File: src/rtl/apb_master_mux.sv
// ---------------------------------------------------------------------------
// apb_master_mux
//
// APB master that drives one transfer at a time to one of NSEL slaves. The
// request side uses a valid/ready handshake and each accepted request ends
// with a single-cycle response pulse carrying read data and status.
//
// Parameters:
//   ADDR_W   address width
//   DATA_W   data width (multiple of 8)
//   NSEL     number of slaves, 1..16
//   TIMEOUT  maximum ACCESS cycles before the watchdog aborts (0 = off)
//
// Ports:
//   pclk, preset        clock, synchronous active-high reset
//   req_valid/req_ready request handshake (req_ready high only in IDLE)
//   req_write           1 = write, 0 = read
//   req_addr/req_wdata  transfer address and write data
//   req_sel             target slave index (>= NSEL is a decode error)
//   req_prot            protection attributes, passed to pprot
//   rsp_valid           one-cycle completion pulse
//   rsp_rdata           read data (0 for writes, decode errors, timeouts)
//   rsp_err             slave error, decode error or timeout
//   rsp_timeout         completion was a watchdog abort
//   psel/penable/pwrite/paddr/pwdata/pprot  APB master outputs
//   prdata/pready/pslverr  per-slave APB returns, slave k in slice k
//
// Optional feature (macro APB_STRB_EN):
//   Adds req_strb / pstrb. pstrb follows req_strb on a write accept and is
//   forced to 0 on a read accept. Without the macro all writes are full-word.
// ---------------------------------------------------------------------------
module apb_master_mux #(
  parameter int ADDR_W  = 32,
  parameter int DATA_W  = 32,
  parameter int NSEL    = 4,
  parameter int TIMEOUT = 16,
  localparam int SEL_W  = (NSEL > 1) ? $clog2(NSEL) : 1
) (
  input  logic                   pclk,
  input  logic                   preset,
  input  logic                   req_valid,
  output logic                   req_ready,
  input  logic                   req_write,
  input  logic [ADDR_W-1:0]      req_addr,
  input  logic [DATA_W-1:0]      req_wdata,
  input  logic [SEL_W-1:0]       req_sel,
  input  logic [2:0]             req_prot,
`ifdef APB_STRB_EN
  input  logic [DATA_W/8-1:0]    req_strb,
  output logic [DATA_W/8-1:0]    pstrb,
`endif
  output logic                   rsp_valid,
  output logic [DATA_W-1:0]      rsp_rdata,
  output logic                   rsp_err,
  output logic                   rsp_timeout,
  output logic [NSEL-1:0]        psel,
  output logic                   penable,
  output logic                   pwrite,
  output logic [ADDR_W-1:0]      paddr,
  output logic [DATA_W-1:0]      pwdata,
  output logic [2:0]             pprot,
  input  logic [NSEL*DATA_W-1:0] prdata,
  input  logic [NSEL-1:0]        pready,
  input  logic [NSEL-1:0]        pslverr
);

  // The watchdog counts ACCESS cycles without pready; it only has to reach
  // TIMEOUT-1, because the TIMEOUT-th stalled cycle is the abort cycle.
  localparam int              WD_W     = (TIMEOUT > 1) ? $clog2(TIMEOUT) : 1;
  localparam logic [WD_W-1:0] WD_LIMIT = WD_W'((TIMEOUT > 0) ? TIMEOUT - 1 : 0);

  typedef enum logic [1:0] {
    ST_IDLE   = 2'd0,
    ST_SETUP  = 2'd1,
    ST_ACCESS = 2'd2
  } state_t;

  state_t r_state;
  state_t w_stateNext;

  logic [NSEL-1:0]   r_psel;
  logic              r_penable;
  logic              r_pwrite;
  logic [ADDR_W-1:0] r_paddr;
  logic [DATA_W-1:0] r_pwdata;
  logic [2:0]        r_pprot;
  logic              r_rspValid;
  logic [DATA_W-1:0] r_rspRdata;
  logic              r_rspErr;
  logic              r_rspTimeout;
  logic [WD_W-1:0]   r_wdCount;

  logic [NSEL-1:0]   w_pselNext;
  logic              w_penableNext;
  logic              w_pwriteNext;
  logic [ADDR_W-1:0] w_paddrNext;
  logic [DATA_W-1:0] w_pwdataNext;
  logic [2:0]        w_pprotNext;
  logic              w_rspValidNext;
  logic [DATA_W-1:0] w_rspRdataNext;
  logic              w_rspErrNext;
  logic              w_rspTimeoutNext;
  logic [WD_W-1:0]   w_wdCountNext;

`ifdef APB_STRB_EN
  logic [DATA_W/8-1:0] r_pstrb;
  logic [DATA_W/8-1:0] w_pstrbNext;
`endif

  logic [31:0]       w_selWide;
  logic              w_selInRange;
  logic [NSEL-1:0]   w_pselDecode;
  logic              w_slvReady;
  logic              w_slvErr;
  logic [DATA_W-1:0] w_slvRdata;
  logic              w_wdExpire;

  assign req_ready   = (r_state == ST_IDLE);

  assign psel        = r_psel;
  assign penable     = r_penable;
  assign pwrite      = r_pwrite;
  assign paddr       = r_paddr;
  assign pwdata      = r_pwdata;
  assign pprot       = r_pprot;
  assign rsp_valid   = r_rspValid;
  assign rsp_rdata   = r_rspRdata;
  assign rsp_err     = r_rspErr;
  assign rsp_timeout = r_rspTimeout;
`ifdef APB_STRB_EN
  assign pstrb       = r_pstrb;
`endif

  // Decode the requested index into a one-hot select. The index is widened
  // first so that the range check also covers NSEL values that are not a
  // power of two (the spare codes are decode errors).
  assign w_selWide    = 32'(req_sel);
  assign w_selInRange = (w_selWide < 32'(NSEL));

  always_comb begin
    w_pselDecode = '0;
    for (int k = 0; k < NSEL; k++) begin
      if (w_selWide == 32'(k)) begin
        w_pselDecode[k] = 1'b1;
      end
    end
  end

  // Return-path mux. psel stays one-hot for the whole transfer, so it is
  // used directly as an AND-OR mask: only the selected slave's ready, error
  // and data slice can reach the response logic.
  always_comb begin
    w_slvReady = 1'b0;
    w_slvErr   = 1'b0;
    w_slvRdata = '0;
    for (int k = 0; k < NSEL; k++) begin
      if (r_psel[k]) begin
        w_slvReady = w_slvReady | pready[k];
        w_slvErr   = w_slvErr   | pslverr[k];
        w_slvRdata = w_slvRdata | prdata[k*DATA_W +: DATA_W];
      end
    end
  end

  // The watchdog fires in the TIMEOUT-th stalled ACCESS cycle. A slave that
  // raises pready in that same cycle is checked first and wins.
  assign w_wdExpire = (TIMEOUT > 0) && (r_wdCount == WD_LIMIT);

  // Next-state and next-output logic. Bus attributes hold their value until
  // the next accept, response fields hold until the next completion, and
  // rsp_valid falls back to 0 unless a completion happens this cycle.
  always_comb begin
    w_stateNext      = r_state;
    w_pselNext       = r_psel;
    w_penableNext    = r_penable;
    w_pwriteNext     = r_pwrite;
    w_paddrNext      = r_paddr;
    w_pwdataNext     = r_pwdata;
    w_pprotNext      = r_pprot;
    w_rspValidNext   = 1'b0;
    w_rspRdataNext   = r_rspRdata;
    w_rspErrNext     = r_rspErr;
    w_rspTimeoutNext = r_rspTimeout;
    w_wdCountNext    = r_wdCount;
`ifdef APB_STRB_EN
    w_pstrbNext      = r_pstrb;
`endif

    case (r_state)
      ST_IDLE: begin
        if (req_valid) begin
          w_pwriteNext = req_write;
          w_paddrNext  = req_addr;
          w_pwdataNext = req_wdata;
          w_pprotNext  = req_prot;
`ifdef APB_STRB_EN
          w_pstrbNext  = req_write ? req_strb : '0;
`endif
          if (w_selInRange) begin
            w_pselNext  = w_pselDecode;
            w_stateNext = ST_SETUP;
          end else begin
            // Decode error: no bus cycle, answer immediately from IDLE.
            w_rspValidNext   = 1'b1;
            w_rspErrNext     = 1'b1;
            w_rspTimeoutNext = 1'b0;
            w_rspRdataNext   = '0;
          end
        end
      end

      ST_SETUP: begin
        w_penableNext = 1'b1;
        w_wdCountNext = '0;
        w_stateNext   = ST_ACCESS;
      end

      ST_ACCESS: begin
        if (w_slvReady) begin
          w_pselNext       = '0;
          w_penableNext    = 1'b0;
          w_rspValidNext   = 1'b1;
          w_rspErrNext     = w_slvErr;
          w_rspTimeoutNext = 1'b0;
          w_rspRdataNext   = r_pwrite ? '0 : w_slvRdata;
          w_stateNext      = ST_IDLE;
        end else if (w_wdExpire) begin
          w_pselNext       = '0;
          w_penableNext    = 1'b0;
          w_rspValidNext   = 1'b1;
          w_rspErrNext     = 1'b1;
          w_rspTimeoutNext = 1'b1;
          w_rspRdataNext   = '0;
          w_stateNext      = ST_IDLE;
        end else if (TIMEOUT > 0) begin
          w_wdCountNext = r_wdCount + WD_W'(1);
        end
      end

      default: begin
        w_pselNext    = '0;
        w_penableNext = 1'b0;
        w_stateNext   = ST_IDLE;
      end
    endcase
  end

  // State register.
  always_ff @(posedge pclk) begin
    if (preset) begin
      r_state <= ST_IDLE;
    end else begin
      r_state <= w_stateNext;
    end
  end

  // Output and datapath registers. Reset clears everything, which also
  // drops an in-flight transfer without producing a response for it.
  always_ff @(posedge pclk) begin
    if (preset) begin
      r_psel       <= '0;
      r_penable    <= 1'b0;
      r_pwrite     <= 1'b0;
      r_paddr      <= '0;
      r_pwdata     <= '0;
      r_pprot      <= '0;
      r_rspValid   <= 1'b0;
      r_rspRdata   <= '0;
      r_rspErr     <= 1'b0;
      r_rspTimeout <= 1'b0;
      r_wdCount    <= '0;
    end else begin
      r_psel       <= w_pselNext;
      r_penable    <= w_penableNext;
      r_pwrite     <= w_pwriteNext;
      r_paddr      <= w_paddrNext;
      r_pwdata     <= w_pwdataNext;
      r_pprot      <= w_pprotNext;
      r_rspValid   <= w_rspValidNext;
      r_rspRdata   <= w_rspRdataNext;
      r_rspErr     <= w_rspErrNext;
      r_rspTimeout <= w_rspTimeoutNext;
      r_wdCount    <= w_wdCountNext;
    end
  end

`ifdef APB_STRB_EN
  // Write strobes, registered alongside the other bus attributes.
  always_ff @(posedge pclk) begin
    if (preset) begin
      r_pstrb <= '0;
    end else begin
      r_pstrb <= w_pstrbNext;
    end
  end
`else
  // Without strobes every write covers the full data word, so there is no
  // extra state to keep here.
`endif

endmodule

File: config.mk
export PLATFORM = sky130hd
export DESIGN_NAME = apb_master_mux
export DESIGN_NICKNAME = d
export VERILOG_FILES = /design/src/rtl/apb_master_mux.sv
export SDC_FILE = /design/constraint.sdc
export NUM_CORES = 1
export LEC_CHECK = 0
export CORE_UTILIZATION = 33
export DETAILED_ROUTE_END_ITERATION = 12
export PLACE_DENSITY = 0.78
export SYNTH_ARGS = -nofsm -noshare
export SYNTH_HDL_FRONTEND = slang
export SYNTH_SLANG_ARGS = --single-unit
File: constraint.sdc
create_clock -name pclk -period 1.4 [get_ports pclk]
set_input_delay 0.35 -clock pclk [delete_from_list [all_inputs] [get_ports pclk]]
set_output_delay 0.35 -clock pclk [all_outputs]
set_load 0.02 [all_outputs]
### After elaboration in Yosys (flattened, before gate mapping)

Cells that the tools add are included.

| word-level totals | value |
|---|---|
| register bits | 114 |
| bits of input ports | 209 |

| operators by class | value |
|---|---|
| mux-type cells | 52 |
| $add $sub $neg | 1 |
| bitwise gates (word level) | 11 |
| equal/unequal tests | 12 |
| reduce and logical (&&, ||, !) cells | 10 |
| magnitude comparators | 1 |

Operator list:

| kind | number |
|---|---|
| 2-to-1 mux 32 bit | 9 |
| bitwise OR 32 bit | 3 |
| one-hot mux 32 bit (2 select lines) | 1 |
| logical NOT 32 bit | 1 |
| 2-to-1 mux 1 bit | 25 |
| 2-to-1 mux 4 bit | 6 |
| one-hot mux 4 bit (3 select lines) | 1 |
| 2-to-1 mux 2 bit | 4 |
| inequality test 2 bit (second input constant) | 4 |
| one-hot mux 4 bit (2 select lines) | 1 |
| AND reduction 4 bit | 2 |
| equality test 2 bit (second input constant) | 3 |
| bitwise OR 1 bit | 6 |
| one-hot mux 1 bit (2 select lines) | 3 |
| one-hot mux 2 bit (3 select lines) | 1 |
| AND reduction 3 bit | 2 |
| adder 4 x 1 -> 4 bit (second input constant) | 1 |
| equality test 2 x 1 -> 1 bit (second input constant) | 2 |
| equality test 4 bit (second input constant) | 1 |
| AND reduction 2 bit | 2 |
| nonzero test 2 bit | 2 |
| < comparator 2 x 3 -> 1 bit (second input constant) | 1 |
| inequality test 3 bit (second input constant) | 1 |
| one-hot mux 1 bit (3 select lines) | 1 |
| other kinds (3) | 4 |

### Logic depth before layout (Yosys ltp)

Gate-level depths: netlist of the first run.

| logic depth | value |
|---|---|
| word-level depth | 10 |
| mapped depth | 8 |
| gate-level depth less buffers | 5 |

### Worst setup path before layout of the first run

OpenSTA, ideal clock, no wires.

| timing | value |
|---|---|
| kind | reg2reg |
| start | register r_state[1] |
| end | register r_paddr[25], in the netlist paddr[25] |
| period minus slack after synthesis | 1615 ps |
| stages on the path, launching flop included | 9 |
| arrival time | 1545 ps |
| buffers on the path | 4 |
| path slack | -215 ps |
| required time | 1329 ps |
| cell sequence | dfxtp_1 buf_2 nor2_1 and2_1 buf_2 buf_2 buf_4 nand2_1 a21oi_1 |

| on the way | value |
|---|---|
| longest elaborated chain between the ends | 2 |

RTL lines:

| item | RTL line | text |
|---|---|---|
| start, declared | 78 | `state_t r_state;` |
| start signal, assigned | 253 | `r_state <= w_stateNext;` |
| logical NOT 2 bit | -- |  |
| named net req_ready | 42 | `output logic req_ready,` |
| AND reduction 2 bit (no source line) | -- |  |
| end signal, assigned | 276 | `r_paddr <= w_paddrNext;` |
| end, declared | 84 | `logic [ADDR_W-1:0] r_paddr;` |

The timed path passes the listed nets, and every way through them passes these cells.
A chain may end at the register's enable or synchronous reset.

### Worst setup path in the final report of the first run

| timing | value |
|---|---|
| start | register r_psel[2], in the netlist psel[2] |
| end | register r_rspRdata[22], in the netlist rsp_rdata[22] |

| on the way | value |
|---|---|
| longest elaborated chain between the ends | 6 |

RTL lines:

| item | RTL line | text |
|---|---|---|
| start, declared | 81 | `logic [NSEL-1:0] r_psel;` |
| start signal, assigned | 273 | `r_psel <= w_pselNext;` |
| 2-to-1 mux 32 bit | 157 | `if (r_psel[k]) begin` |
| bitwise OR 32 bit | 160 | `w_slvRdata = w_slvRdata \| prdata[k*DATA_W +: DATA_W];` |
| 2-to-1 mux 32 bit | 157 |  |
| 2-to-1 mux 32 bit | 225 | `w_rspRdataNext = r_pwrite ? '0 : w_slvRdata;` |
| 2-to-1 mux 32 bit | 219 | `if (w_slvReady) begin` |
| one-hot mux 32 bit (2 select lines) | 189 | `case (r_state)` |
| end signal, assigned | 280 | `r_rspRdata <= w_rspRdataNext;` |
| end, declared | 88 | `logic [DATA_W-1:0] r_rspRdata;` |

Parallel ways exist; a longest one is shown, timed or not.

==> implementation parameters, run 1 <==
Parameter                              Value

Outcome
  Run status    finished, violations left
  Violations in the final reports    negative setup slack

Power and ir drop
  Static leakage power    3.69 nW
  Total power per unit cell area    1030 mW/mm²
  Peak supply drop    between 0.001 and 0.0015 V

Floorplanning
  Initial Utilization    34.2%
  I/O pin total    318
  Die width    around 120 µm
  Die Span Y    122 µm
  DIE AREA    0.0150 mm²
  Total number of placement rows    43
  Std-Cell Core Area    ~0.014 mm²

Clock network
  Clock H-tree levels    4
  Total CTS buffers    17
  Clock tree from TritonCTS    done
  Clk_lat worst skew    0.40 ns
  Clock transition at the registers of the reported paths    0.05 ns
  Number of clock sinks    114
  Root buffer cell    sky130_fd_sc_hd__clkbuf_16
  Hold buffers post-CTS    0
  Worst-case clock buffer depth    2

Route
  Via-per-instance ratio    5.00
  Total Routed Length    19300 µm
  Number of design rule violations left after detail routing    0
  First drt pass iteration count    6
  Antenna Nets Post-Route    0
  Routed WL per cell    about 17 µm
  Total via count after detailed routing    about 5600
  Count of routing violations after the opening detailed-route iteration    236

Logic synthesis
  FFs w/ async S/R, synth    0%
  Register area share after synthesis    a little under half
  Ys Warns    0
  Seq cells post-synth    approximately 110
  Number of instances in the synthesized netlist    approximately 590
  Number of synthesized flops with an enable pin    0
  Syn_area_per_cell    ~8.1 µm²
  Most instantiated flip-flop cell in the synthesis netlist    sky130_fd_sc_hd__dfxtp_1
  Number of unique standard cell types used by synthesis    37
  Cell area after synthesis    roughly 0.0048 mm²
  Net count of the mapped netlist    between 800 and 900

Setup path
  CP Data Arrival Time    about 1.8 ns
  Worst setup EP type    register
  Startpoint class of the critical path    register
  Depth of the most critical reg-to-reg path    6
  Crit path kind    reg -> reg
  Req. time, crit path    ~1.7 ns
  Capture point of the worst reg-to-reg path    rsp_rdata[22]$_SDFFE_PP0P_
  Largest fanout on the critical path    17
  Reg-to-reg setup timing slack    -0.09 ns
  Critical register-to-register path startpoint    psel[2]$_SDFFE_PP0P_

Layout
  Signed area change from the synthesized netlist to the final layout    94.0%
  Total Nets Final    ~1100
  Share of post-route cells with drive strength above 1    a little under a quarter
  Final core utilization    66.3%
  Final antenna diode count    0
  Filler Cell Count    roughly 1200
  Commonest non-fill, non-tap cell in the layout    sky130_fd_sc_hd__clkdlybuf4s50_1
  Commonest non-fill, non-tap cells in the layout    sky130_fd_sc_hd__clkdlybuf4s50_1 (202), sky130_fd_sc_hd__nand2_1 (173), sky130_fd_sc_hd__dfxtp_1 (106)

Global route
  Largest net degree at the start of global routing    69
  Remaining global-route overflow    0
  First-pass GRT wire length    approximately 28000 µm
  Number of global-route vias before repair    around 5500
  Antenna violations before repair    0
  Total GRT Usage    about a quarter

STA
  Peak Freq    671 MHz
  Setup repair after global routing missed its margin    yes
  Share of the clock period used by the worst path    106%
  Max-slew headroom    74.7%
  Worst setup skew after layout    about 0.0054 ns
  Least setup slack across all paths after layout    -0.0900 ns
  Final critical delay including setup and external delays    about 1.5 ns
  Final-report setup violation count    39
  Worst-margin pin slew    ~0.38 ns
  Final slew viol count    0
  Post-Route Setup TNS    -1.62 ns
  Final hold violation count    0

Min path
  Hold EP    rsp_rdata[11]$_SDFFE_PP0P_
  Min-Delay Startpoint    preset
  Cells on Worst Hold Path    2
  Class of the most critical hold timing path    in -> reg

Place
  Input/output buffers    between 300 and 400
  Detailed-placement wirelength estimate    13200 µm
  Final weighted congestion of routability-driven global placement    ~0.8

Run
  Number of max-capacitance violations reported    0
-- worst max path at each step --
stage,from,end,slack [ns],cells after the start
finish,psel[2]$_SDFFE_PP0P_,rsp_rdata[22]$_SDFFE_PP0P_,-0.09,6
floorplan,psel[2]$_SDFFE_PP0P_,rsp_rdata[0]$_SDFFE_PP0P_,-0.13,6
CTS,psel[2]$_SDFFE_PP0P_,rsp_rdata[13]$_SDFFE_PP0P_,-0.07,6
global route,psel[2]$_SDFFE_PP0P_,rsp_rdata[22]$_SDFFE_PP0P_,-0.15,6
global placement,pready[0],r_wdCount[2]$_SDFFE_PP0P_,-0.47,5
detailed placement,pready[0],r_wdCount[2]$_SDFFE_PP0P_,-0.52,5
-- cells in the mapped netlist, drive strengths merged, types with 2 or more instances --
master | n | share of area (%)
a21oi | 73 | 7.6
a22oi | 99 | 16
dfxtp | 114 | 48
buf | 26 | 3.4
nand2b | 2 | 0.26
o2bb2ai | 2 | 0.37
nand3 | 3 | 0.31
nor2 | 40 | 3.1
nand2 | 173 | 14
a221oi | 2 | 0.37
a22o | 5 | 1.1
inv | 4 | 0.31
clkbuf | 27 | 2.1
nor3 | 6 | 0.86
-- metal layers --
| metal | GRT usage (%) | routed length, µm |
|---|---|---|
| met1 | 25.7 | 7200 |
| met3 | 7.48 | 1730 |
| met4 | 12.9 | 558 |
| met5 | 0 | 0 |
| met2 | 43.1 | 9840 |
-- critical path, stage by stage, from the launching register on --
cell	delay, ns
sky130_fd_sc_hd__dfxtp_2	0.35
sky130_fd_sc_hd__a22o_4	0.27
sky130_fd_sc_hd__o31ai_4	0.28
sky130_fd_sc_hd__buf_4	0.16
sky130_fd_sc_hd__buf_12	0.14
sky130_fd_sc_hd__a22oi_1	0.10
sky130_fd_sc_hd__nor2_1	0.11
-- sequential cells by signal (all words and copies together) (netlist names) --
signal	flops
paddr	32
pwdata	32
rsp_rdata	32
psel	4
r_wdCount	4
pprot	3
r_state	2
penable	1
pwrite	1
rsp_err	1
rsp_timeout	1
rsp_valid	1
-- power by group --
| group | leakage [nW] | switching [mW] | internal (mW) |
|---|---|---|---|
| Sequential | 0.935 | 0.0893 | 3.40 |
| Combinational | 2.48 | 0.844 | 1.04 |
| Clock | 0.277 | 1.52 | 2.70 |
| Total | 3.69 | 2.45 | 7.14 |
-- cells by family (layout without fill, tap and decap cells) --
logic type	after synthesis	in the layout	synth area share, %
buffers and inverters	57	411	5.86
DFF	114	114	47.7
AOI/OAI and AO/OA	189	189	26.8
and+or+nand+nor	232	232	19.3
adders and majority gates	1	1	0.262
-- area by class of cell --
cell class,instances,area (µm²),area share (%)
clock buffer,19,453,4.88
clock inverter,13,135,1.46
inverter,4,15.0,0.162
multi-input combinational,422,2330,25.1
sequential,114,2300,24.8
tap,180,225,2.43
timing repair buffer,375,3820,41.2
-- stage by stage --
stage | instances | hold slack, ns | power, mW | setup WS [ns] | area [µm²]
finish | 1127 | 0.302 | 9.59 | -0.0900 | 9280
CTS | 1118 | 0.257 | 9.60 | -0.0734 | 9210
global placement | 1074 | 0.441 | 5.34 | -0.467 | 8330
global route | 1127 | 0.293 | 10.0 | -0.147 | 9280
floorplan | 593 | 0.430 | 4.27 | -0.128 | 4850
detailed placement | 1074 | 0.446 | 5.36 | -0.517 | 8330
-- timing repair --
item	4_1_cts	5_1_grt
resized for setup	342	52
pin swaps	6	6
endpoints found under the setup margin	215	81
gates cloned	3	5
setup buffers	9	4
(Power assumes the default switching activity.)
==> run 2: changes to the inputs <==
--- a/config.mk
+++ b/config.mk
@@ -5,9 +5,12 @@
 export SDC_FILE = /design/constraint.sdc
 export NUM_CORES = 1
 export LEC_CHECK = 0
-export CORE_UTILIZATION = 33
+export ABC_AREA = 1
+export CORE_UTILIZATION = 34
 export DETAILED_ROUTE_END_ITERATION = 12
-export PLACE_DENSITY = 0.78
+export GPL_ROUTABILITY_DRIVEN = 1
+export PLACE_DENSITY = 0.77
+export SLEW_MARGIN = 40
 export SYNTH_ARGS = -nofsm -noshare
 export SYNTH_HDL_FRONTEND = slang
 export SYNTH_SLANG_ARGS = --single-unit
==> run 2 against run 1 <==
  * Wire length grew 4.5%
  * Worst setup slack gained 0.078 ns
  * Clock skew grew 0.0017 ns
  * Flip-flop and latch count is the same
  * The run still ends with negative setup slack left
  * Design area grew 4.0%
  * Critical path type unchanged
  * Non-clock buffer count shrank 15
==> implementation parameters, run 2 <==
Parameter                              Value

Logic synthesis
  Number of unique standard cell types used by synthesis    25 (was 37)
  Post-synthesis adder-cell area fraction    0.236% (was 0.262%)
  Dominant combinational cell family by area after synthesis    simple AND/OR/NAND/NOR gates (was compound AO/OA/AOI/OAI gates)
  Ys Warns    0 (unchanged)
  FFs w/ async S/R, synth    0% (unchanged)
  Cell area after synthesis    0.00530 mm² (was 0.00478 mm²)
  Number of instances in the synthesized netlist    771 (was 593)
  Xor and xnor fraction of the mapped netlist area    0.165% (was 0%)
  Register area share after synthesis    43.0% (was 47.7%)
  Number of synthesized flops with an enable pin    0 (unchanged)
  Most instantiated flip-flop cell in the synthesis netlist    sky130_fd_sc_hd__dfxtp_1 (unchanged)
  Area contributors post-synth    sky130_fd_sc_hd__dfxtp_1 (43%), sky130_fd_sc_hd__nand2_1 (18%), sky130_fd_sc_hd__nor2_1 (9.4%), sky130_fd_sc_hd__o21ai_0 (5.8%), sky130_fd_sc_hd__a31oi_1 (3.8%) (was sky130_fd_sc_hd__dfxtp_1 (48%), sky130_fd_sc_hd__a22oi_1 (16%), sky130_fd_sc_hd__nand2_1 (14%), sky130_fd_sc_hd__a21oi_1 (7.6%), sky130_fd_sc_hd__nor2_1 (3.1%))
  Share of the synthesized area in compound gates (AO/OA/AOI/OAI)    15.9% (was 26.8%)
  Net count of the mapped netlist    981 (was 803)
  Most numerous cell types in the synthesized netlist    sky130_fd_sc_hd__nand2_1 (251), sky130_fd_sc_hd__nor2_1 (133), sky130_fd_sc_hd__dfxtp_1 (114) (was sky130_fd_sc_hd__nand2_1 (173), sky130_fd_sc_hd__dfxtp_1 (114), sky130_fd_sc_hd__a22oi_1 (99))
  Share of synthesized cell area in and, or, nand and nor gates    31.5% (was 19.3%)
  Seq cells post-synth    114 (unchanged)
  Most used standard cell by instance count after synthesis    sky130_fd_sc_hd__nand2_1 (unchanged)
  Share of cell area taken by muxes after synthesis    0% (unchanged)
  Syn_area_per_cell    6.88 µm² (was 8.07 µm²)
  Synth top area share    43.0% (was 47.7%)
  Yosys top cell by area    sky130_fd_sc_hd__dfxtp_1 (unchanged)

Route
  Count of routing violations after the opening detailed-route iteration    250 (was 236)
  Via-per-instance ratio    4.78 (was 5.00)
  First drt pass iteration count    6 (unchanged)
  Total via count after detailed routing    6214 (was 5636)
  Number of design rule violations left after detail routing    0 (unchanged)
  Antenna Nets Post-Route    0 (unchanged)
  Routed WL per cell    15.5 µm (was 17.1 µm)
  Total Routed Length    20200 µm (was 19300 µm)

Min path
  Class of the most critical hold timing path    in -> reg (unchanged)

Power and ir drop
  Total power per unit cell area    1080 mW/mm² (was 1030 mW/mm²)
  Static leakage power    3.96 nW (was 3.69 nW)
  Power, Total    10.5 mW (was 9.59 mW)
  Peak supply drop    0.000825 V (was 0.00106 V)

STA
  Peak Freq    708 MHz (was 671 MHz)
  Final-report setup violation count    4 (was 39)
  Share of the clock period used by the worst path    101% (was 106%)
  Post-Route Setup TNS    -0.0218 ns (was -1.62 ns)
  Final critical delay including setup and external delays    1.41 ns (was 1.49 ns)
  Least setup slack across all paths after layout    -0.0121 ns (was -0.0900 ns)
  Worst-margin pin slew    0.379 ns (was 0.380 ns)
  Final hold violation count    0 (unchanged)
  Worst setup skew after layout    0.00714 ns (was 0.00545 ns)
  Final slew viol count    0 (unchanged)
  Max-slew headroom    74.8% (was 74.7%)
  Setup repair after global routing missed its margin    yes (unchanged)

Run
  Number of max-capacitance violations reported    0 (unchanged)

Floorplanning
  Initial Utilization    34.9% (was 34.2%)
  Die width    127 µm (was 122 µm)
  Total number of placement rows    45 (was 43)
  DIE AREA    0.0161 mm² (was 0.0150 mm²)
  Die Span Y    127 µm (was 122 µm)
  Std-Cell Core Area    0.0152 mm² (was 0.0140 mm²)
  I/O pin total    318 (unchanged)

Layout
  Total Nets Final    1308 (was 1144)
  Final core utilization    63.5% (was 66.3%)
  Share of post-route cells with drive strength above 1    25.3% (was 24.0%)
  Commonest non-fill, non-tap cells in the layout    sky130_fd_sc_hd__nand2_1 (215), sky130_fd_sc_hd__clkdlybuf4s50_1 (207), sky130_fd_sc_hd__nor2_1 (131) (was sky130_fd_sc_hd__clkdlybuf4s50_1 (202), sky130_fd_sc_hd__nand2_1 (173), sky130_fd_sc_hd__dfxtp_1 (106))
  Signed area change from the synthesized netlist to the final layout    82.0% (was 94.0%)
  Commonest non-fill, non-tap cell in the layout    sky130_fd_sc_hd__nand2_1 (was sky130_fd_sc_hd__clkdlybuf4s50_1)
  Final antenna diode count    0 (unchanged)

Setup path
  Worst setup EP type    register (unchanged)
  Slowest stage cell on the critical path    sky130_fd_sc_hd__dfxtp_4 (was sky130_fd_sc_hd__dfxtp_2)
  Critical path, cell by cell    buf_6, nand2_4, nand2_4, nor2_4, nand2_4, nand2_8, buf_12, nand2_1, a21oi_1 (was a22o_4, o31ai_4, buf_4, buf_12, a22oi_1, nor2_1)
  Largest fanout on the critical path    7 (was 17)
  CP Data Arrival Time    1.74 ns (was 1.82 ns)
  Crit path kind    reg -> reg (unchanged)
  Crit-path leading delay family    simple AND/OR/NAND/NOR gates (was compound AO/OA/AOI/OAI gates)
  Req. time, crit path    1.73 ns (about the same)
  Startpoint class of the critical path    register (unchanged)
  Crit path buffers/inverters    2 (unchanged)
  Largest stage delay, worst path    0.35 ns (about the same)
  Most prevalent standard cell on the critical path    sky130_fd_sc_hd__nand2_4

Global route
  Number of global-route vias before repair    6016 (was 5530)
  Largest net degree at the start of global routing    62 (was 69)
  Remaining global-route overflow    0 (unchanged)
  Total GRT Usage    23.9% (was 24.3%)
  First-pass GRT wire length    30100 µm (was 27900 µm)
  Antenna violations before repair    0 (unchanged)

Place
  Input/output buffers    317 (unchanged)
  Final weighted congestion of routability-driven global placement    0.804 (was 0.807)
  Pre-CTS WS    -0.375 ns (was -0.517 ns)
  Detailed-placement wirelength estimate    13900 µm (was 13200 µm)

Clock network
  Clock H-tree levels    4 (unchanged)
  Total CTS buffers    17 (unchanged)
  Worst-case clock buffer depth    2 (unchanged)
  Clock tree from TritonCTS    done (unchanged)
  Number of clock sinks    114 (unchanged)
  Clk_lat worst skew    0.41 ns (was 0.40 ns)
  Clock transition at the registers of the reported paths    0.05 ns (about the same)
  Root buffer cell    sky130_fd_sc_hd__clkbuf_16 (unchanged)

Outcome
  Run status    finished, violations left (unchanged)
  Violations in the final reports    negative setup slack (unchanged)
-- run 2: cell types whose count changed after synthesis, moves of 34 or more --
| cell | previous run | this run |
|---|---|---|
| sky130_fd_sc_hd__a22oi_1 | 99 | 0 |
| sky130_fd_sc_hd__nor2_1 | 40 | 133 |
| sky130_fd_sc_hd__nand2_1 | 173 | 251 |
| sky130_fd_sc_hd__o21ai_0 | 0 | 61 |
| sky130_fd_sc_hd__a21oi_1 | 73 | 22 |
| sky130_fd_sc_hd__inv_1 | 4 | 38 |
-- run 2: through the flow --
step                cell area, µm²  std cells  hold slack (ns)
floorplan                     5300        771            0.463
global placement              8730       1256            0.448
detailed placement            8730       1256            0.455
CTS                           9460       1290            0.398
global route                  9650       1299            0.422
finish                        9650       1299            0.408
-- run 2: metal layers --
layer  GRT usage (%)  vias to the layer above  wire, µm
li1                -                     3102         -
met2            43.7                      255     10200
met1            25.4                     2822      7720
met4            8.68                        0       558
met3            7.93                       35      1720
met5               0                        -         0
-- run 2: worst paths after layout --
path | slack [ns] | cells past startpoint | startpoint | endpoint
worst max register to register | -0.01 | 9 | psel[3]$_SDFFE_PP0P_ | rsp_rdata[9]$_SDFFE_PP0P_
worst min register to register | 0.46 | 2 | rsp_rdata[18]$_SDFFE_PP0P_ | rsp_rdata[18]$_SDFFE_PP0P_
worst max-delay path | -0.01 | 9 | psel[3]$_SDFFE_PP0P_ | rsp_rdata[9]$_SDFFE_PP0P_
worst min-delay path | 0.41 | 3 | preset | rsp_rdata[16]$_SDFFE_PP0P_
-- run 2: kinds of logic (layout without fill, tap and decap cells) --
kind of cell	count (synthesis)	count (layout)
AND/OR/NAND/NOR	415	415
adder cells (fa/ha/maj)	1	1
buffers and inverters	94	434
AO/OA/AOI/OAI	146	146
XOR/XNOR	1	1
flip-flops	114	114
-- run 2: repair_timing --
item                                    4_1_cts  5_1_grt
hold endpoints to repair                      0        0
endpoints found under the setup margin      114       87
buffers inserted                              1        2
pin swaps                                     0       35
cloned                                        1        7
hold buffers                                  0        0
gates resized for setup                     354      115
-- run 2: final cells by class --
| type | count | area (µm²) |
|---|---|---|
| tap | 188 | 235 |
| inverter | 42 | 163 |
| clock buffer | 18 | 439 |
| timing repair buffer | 360 | 3590 |
| sequential | 114 | 2290 |
| multi-input combinational | 563 | 2720 |
| clock inverter | 14 | 210 |
| fill | 1359 | 5550 |
-- run 2: tightest hold or removal path, cell delays in order --
cell and delay [ns]:
sky130_fd_sc_hd__buf_2 0.12, sky130_fd_sc_hd__buf_12 0.18, sky130_fd_sc_hd__a21oi_2 0.12
-- run 2: power by group --
| group | switching (mW) | leakage, nW | total [mW] | internal, mW |
|---|---|---|---|---|
| Sequential | 0.117 | 0.939 | 3.57 | 3.46 |
| Clock | 1.55 | 0.312 | 4.75 | 3.20 |
| Combinational | 1.03 | 2.71 | 2.13 | 1.10 |
| Total | 2.70 | 3.96 | 10.5 | 7.75 |
==> RTL edit 1: new RTL, settings of run 2 <==
Put one more register stage on the output `rsp_timeout`. The value now appears one clock later. The other outputs are not delayed to match.
--- a/src/rtl/apb_master_mux.sv
+++ b/src/rtl/apb_master_mux.sv
@@ -127,5 +127,7 @@
   assign rsp_rdata   = r_rspRdata;
   assign rsp_err     = r_rspErr;
-  assign rsp_timeout = r_rspTimeout;
+  always_ff @(posedge pclk) begin
+    rsp_timeout <= r_rspTimeout;
+  end
 `ifdef APB_STRB_EN
   assign pstrb       = r_pstrb;
Formal check against the unedited RTL: no difference found for any inputs over 4 cycles, from zero or initial values and one cycle with preset high; that may be too few to reach the edited logic, so the function may still have changed.
==> RTL edit 1 against run 2 <==
- the run still ends with negative setup slack left
- sequential cell count increased by 1
- synthesized area decreased by 5.5%
- die area decreased by 5.4%
- setup slack got worse by 0.030 ns
- wire length decreased by 2.4%
- core utilization increased by 0.73 points
- design area decreased by 3.7%
- power decreased by 1.9%
==> RTL edit 1: results (changes against run 2) <==
GRT
  – First-pass GRT wire length: 27,400 um (-9.3%)
  – Antenna violations before repair: 0 (unchanged)
  – GRT Total Usage: 23.7% (-0.17 points)
  – Vias in the first global route: 5,514 (-8.3%)
  – Largest net degree at the start of global routing: 73 (+18%)

Timing
  – Final setup margin: -0.0422 ns (-0.0301 ns)
  – Rel. slew slack: 79.4% (+4.7 points)
  – Clock skew: 0.00627 ns (-0.000868 ns)
  – Final-report setup violation count: 15 (+11)
  – Setup TNS: -0.274 ns (-0.252 ns)

Detailed routing
  – WL met1: 7350 um (-4.7%)
  – Drt total wl: 19,700 um (-2.4%)
  – First DRT Iteration DRCs: 290 (+16%)
  – Met2 WL: 9940 um (-2.5%)
  – Avg Vias per Cell: 4.78 (about the same)
  – Wire length on met3: 1970 um (+15%)
  – Routed WL per cell: 15.8 um (+1.9%)

Finish
  – Data buffer area share: 39.0% (+1.8 points)
  – Multi-input gate area: 2460 um2 (-9.5%)
  – ANT cells: 0 (unchanged)
  – ClkCell Share: 6.65% (-0.081 points)
  – Non-CTS inverters: 12 (-71%)
  – Multi-input gate count: 527 (-6.4%)
  – Sequential share of cell area: 24.8% (+1.1 points)
  – Sequential cells: 115 (+0.88%)
  – Number of non-clock buffers in the layout: 374 (+3.9%)
  – Layout Nets: 1,257 (-3.9%)
  – Filler cell count: 1,302 (-4.2%)
  – Share of layout cells above drive strength 1: 24.8% (-0.48 points)

Power and ir drop
  – Sequential Power Share: 35.1% (+0.9 points)
  – Internal power: 7.46 mW (-3.7%)
  – Clock share of power: 43.9% (-1.5 points)
  – Leakage: 3.86 nW (-2.6%)
  – Maximum vdd drop: 0.799 mV (-3.2%)

Hold path
  – Hold path start: r_rspTimeout
  – Hold/Removal Path Class: register to register
  – Hold Path Sink: rsp_timeout
  – Hold depth: 0 (-3)

Synth
  – Post-synth cell types: 26 (+4.0%)
  – Post-synth top cells: 207 x nand2_1, 142 x nor2_1, 115 x dfxtp_1, 69 x o21ai_0, 32 x nand4_1
  – Sequential fraction of the synthesis area: 45.9% (+2.9 points)
  – Mean post-synth cell area: 7.14 um2 (+3.8%)
  – Syn nets: 912 (-7.0%)
  – Largest cells by area after synthesis: dfxtp_1 46%, nand2_1 16%, nor2_1 11%, o21ai_0 6.9%, nand4_1 4.0%

Setup path
  – CP peak stage delay: 0.36 ns
  – Delay-heaviest family, CP: buffers and inverters
  – Worst EP arrival: 1.79 ns (+0.05 ns)
  – CP max stage cell: dfxtp_2
  – CP max FO: 6 (-1)
  – FF-to-FF Start: r_state[1]
  – R2r worst-path depth: 10 (+1)
  – Reg-to-reg endpoint: rsp_rdata[23]

Placed design
  – Dpl cells: 1,192 (-5.1%)
  – Gpl congestion: 0.768 (-4.6%)
  – DP HPWL: 13,600 um (-2.0%)

Clock network
  – Postcts setup bufs: 10 (+9)
  – Number of CTS-inserted buffers: 17 (unchanged)
  – Post-CTS resize count: 354 (unchanged)

Run status
  – Failing checks: negative setup slack
  – Status: finished with violations
[RTL edit 1: cell types whose count changed after synthesis, sizes merged, moves of 2 or more]
| cell | delta |
|---|---|
| nor3 | -2 |
| clkbuf | +2 |
| nand3 | +2 |
| buf | -6 |
| nand4 | +31 |
| nand2 | -34 |
| a31oi | -32 |
| inv | -30 |
[RTL edit 1: worst max path at each step]
stage | from | end | slack, ns | cells after the start
3_3_place_gp | pready[1] | psel[3] | -0.43 | 8
6_report | r_state[1] | rsp_rdata[23] | -0.04 | 10
5_1_grt | r_state[1] | rsp_rdata[5] | -0.10 | 10
2_1_floorplan | psel[3] | rsp_rdata[19] | 0.02 | 8
3_5_place_dp | pready[1] | psel[3] | -0.41 | 8
4_1_cts | psel[2] | rsp_rdata[30] | -0.06 | 9
[RTL edit 1: metrics by stage]
step	utilization, %	hold slack (ns)	power, mW	area [um2]	worst slack (ns)
final	64.2	0.351	10.2	9300	-0.0422
after global routing	64.2	0.351	10.7	9300	-0.102
after detailed placement	58.9	0.348	5.77	8530	-0.411
after floorplan	-	0.331	4.51	5010	0.0238
after CTS	64.5	0.352	10.3	9340	-0.0583
after global placement	58.9	0.343	5.76	8530	-0.427
[RTL edit 1: cells by family after synthesis]
kind of cell | after synthesis | synth area share, %
compound gates | 113 | 12.3
xor+xnor | 1 | 0.175
fa+ha+maj | 1 | 0.250
buf+inv | 60 | 6.52
flops | 115 | 45.9
simple gates | 412 | 34.8
[RTL edit 1: routing by layer]
metal / vias to the layer above / GRT usage [%]
met4: 0 / 9.86
met5: - / 0
met1: 2715 / 24.6
met2: 238 / 42.2
li1: 2960 / -
met3: 32 / 9.46
==> RTL edit 2: new RTL, settings of run 2 <==
Without the edit above. Change the parameter `DATA_W` from 32 to 40.
--- a/src/rtl/apb_master_mux.sv
+++ b/src/rtl/apb_master_mux.sv
@@ -32,5 +32,5 @@
 module apb_master_mux #(
   parameter int ADDR_W  = 32,
-  parameter int DATA_W  = 32,
+  parameter int DATA_W  = 40,
   parameter int NSEL    = 4,
   parameter int TIMEOUT = 16,
Interface: changed (resized prdata, pwdata, req_wdata and rsp_rdata); port bits go from 318 to 374. No check against the original RTL was run, so the function may have changed too.
==> RTL edit 2 against run 2 <==
- wire length increased by 18%
- critical path type is now register to primary output
- maximum frequency increased by 1.4%
- worst hold slack got worse by 0.046 ns
- design area increased by 12%
- setup slack improved by 0.020 ns
- highest routed layer unchanged
- power increased by 7.9%
- non-clock buffer count increased by 72
- synthesized area increased by 12%
- largest power group unchanged
- sequential power increased by 14%
- critical endpoint is now psel[0]
- cell count increased by 18%
- sequential cell count increased by 16
- first-iteration DRC count increased by 26%
==> RTL edit 2: results (changes against run 2) <==
Placed design
  – Post-place instance area: 10,100 um2 (+15%)
  – DP HPWL: 16,700 um (+20%)
  – Gpl congestion: 0.863 (+7.2%)
  – Port bufs: 373 (+18%)
  – DP Worst Slack: -0.376 ns (-0.000165 ns)

Power and ir drop
  – Psw: 3.10 mW (+15%)
  – Comb pwr: 2.46 mW (+15%)
  – Clock share of power: 42.3% (-3.1 points)
  – Leakage: 4.60 nW (+16%)
  – Maximum vdd drop: 0.732 mV (-11%)

GRT
  – Antenna violations before repair: 1 (+1)
  – First-pass GRT wire length: 34,000 um (+13%)
  – GRT met1 Usage: 25.6% (+0.20 points)
  – GRT Total Usage: 24.1% (+0.25 points)
  – M3 GR Usage: 9.03% (+1.1 points)
  – Vias in the first global route: 6,912 (+15%)
  – Met2 Use GR: 42.4% (-1.2 points)
  – Largest net degree at the start of global routing: 77 (+24%)

Setup path
  – CP max FO: 8 (+1)
  – CP peak stage delay: 0.45 ns (+0.10 ns)
  – CP max stage cell: dfxtp_4
  – Worst EP arrival: 1.04 ns (-0.70 ns)
  – Delay-heaviest family, CP: flip-flops

Detailed routing
  – Drt total wl: 23,900 um (+18%)
  – Pre-antenna DRT Iters: 4 (-2)
  – Vias: 7,185 (+16%)
  – First DRT Iteration DRCs: 315 (+26%)

Synth
  – Cells after synthesis: 900 (+17%)
  – Syn nets: 1,150 (+17%)
  – Post-synth cell types: 26 (+4.0%)
  – Top FF cell, synth: dfxtp_1
  – Post-synth top cells: 304 x nand2_1, 157 x nor2_1, 130 x dfxtp_1, 71 x o21ai_0, 50 x a21oi_1
  – Largest cells by area after synthesis: dfxtp_1 44%, nand2_1 19%, nor2_1 9.9%, o21ai_0 6.0%, a21oi_1 4.2%
  – Sequential fraction of the synthesis area: 43.7% (+0.62 points)

Timing
  – Clock skew: 0.00779 ns (+0.000650 ns)
  – Least-Margin Pin Slew: 0.474 ns (+0.0951 ns)

Finish
  – Share of layout cells above drive strength 1: 21.5% (-3.8 points)
  – Layout Nets: 1,539 (+18%)
  – Non-Filler Instances: 1,527 (+18%)

Run status
  – Status: finished, final reports clean

Clock network
  – Clk_lat worst skew: 0.41 ns (about the same)
  – Reg clk slew, reported paths: 0.06 ns
  – Clock Root Buffer: clkbuf_16
RTL edit 2: cell count changes after synthesis, sizes merged:
cell / change
nand2: +53
clkbuf: +6
inv: +10
a21oi: +8
a22o: +1
nor2: +14
a31oi: +8
o21ai: +8
dfxtp: +16
buf: +5
RTL edit 2: logic make-up after synthesis:
family,Yosys count,synth area share [%]
flip-flops,130,43.7
AO/OA/AOI/OAI,171,15.3
buffers and inverters,115,9.19
AND/OR/NAND/NOR,482,31.5
adder cells (fa/ha/maj),1,0.210
XOR/XNOR,1,0.147
RTL edit 2: per-layer routing:
layer	vias to the layer above	routed length [um]
met3	41	2010
met4	0	630
li1	3624	-
met1	3250	9350
met5	-	0
met2	270	11900
RTL edit 2: what timing repair did:
action	4_1_cts	5_1_grt
gates resized for setup	410	171
setup buffers	1	3
endpoints found under the setup margin	164	172
pin swaps	1	9
gates cloned	0	12
RTL edit 2: through the flow:
step,util (%),total power [mW]
2_1_floorplan,-,5.12
3_3_place_gp,58.4,6.53
3_5_place_dp,58.4,6.55
4_1_cts,62.2,11.2
5_1_grt,62.5,11.7
6_report,62.5,11.3
RTL edit 2: final timing paths:
path | from | to | slack (ns) | depth (start not counted)
hold reg to reg | rsp_rdata[9] | rsp_rdata[9] | 0.46 | 2
setup / recovery | psel[0] | psel[0] | 0.008 | 1
hold / removal | preset | paddr[13] | 0.36 | 4
setup reg to reg | psel[0] | rsp_rdata[6] | 0.008 | 8
RTL edit 2: layout make-up:
class | count | area, um2
fillers | 1560 | 6460
repair buffers | 432 | 4010
multi-input cells | 656 | 3020
flip-flops and latches | 130 | 2620
clock buffers | 17 | 425
well taps | 225 | 282
inverters | 52 | 210
clock inverters | 14 | 204
diodes | 1 | 2.50
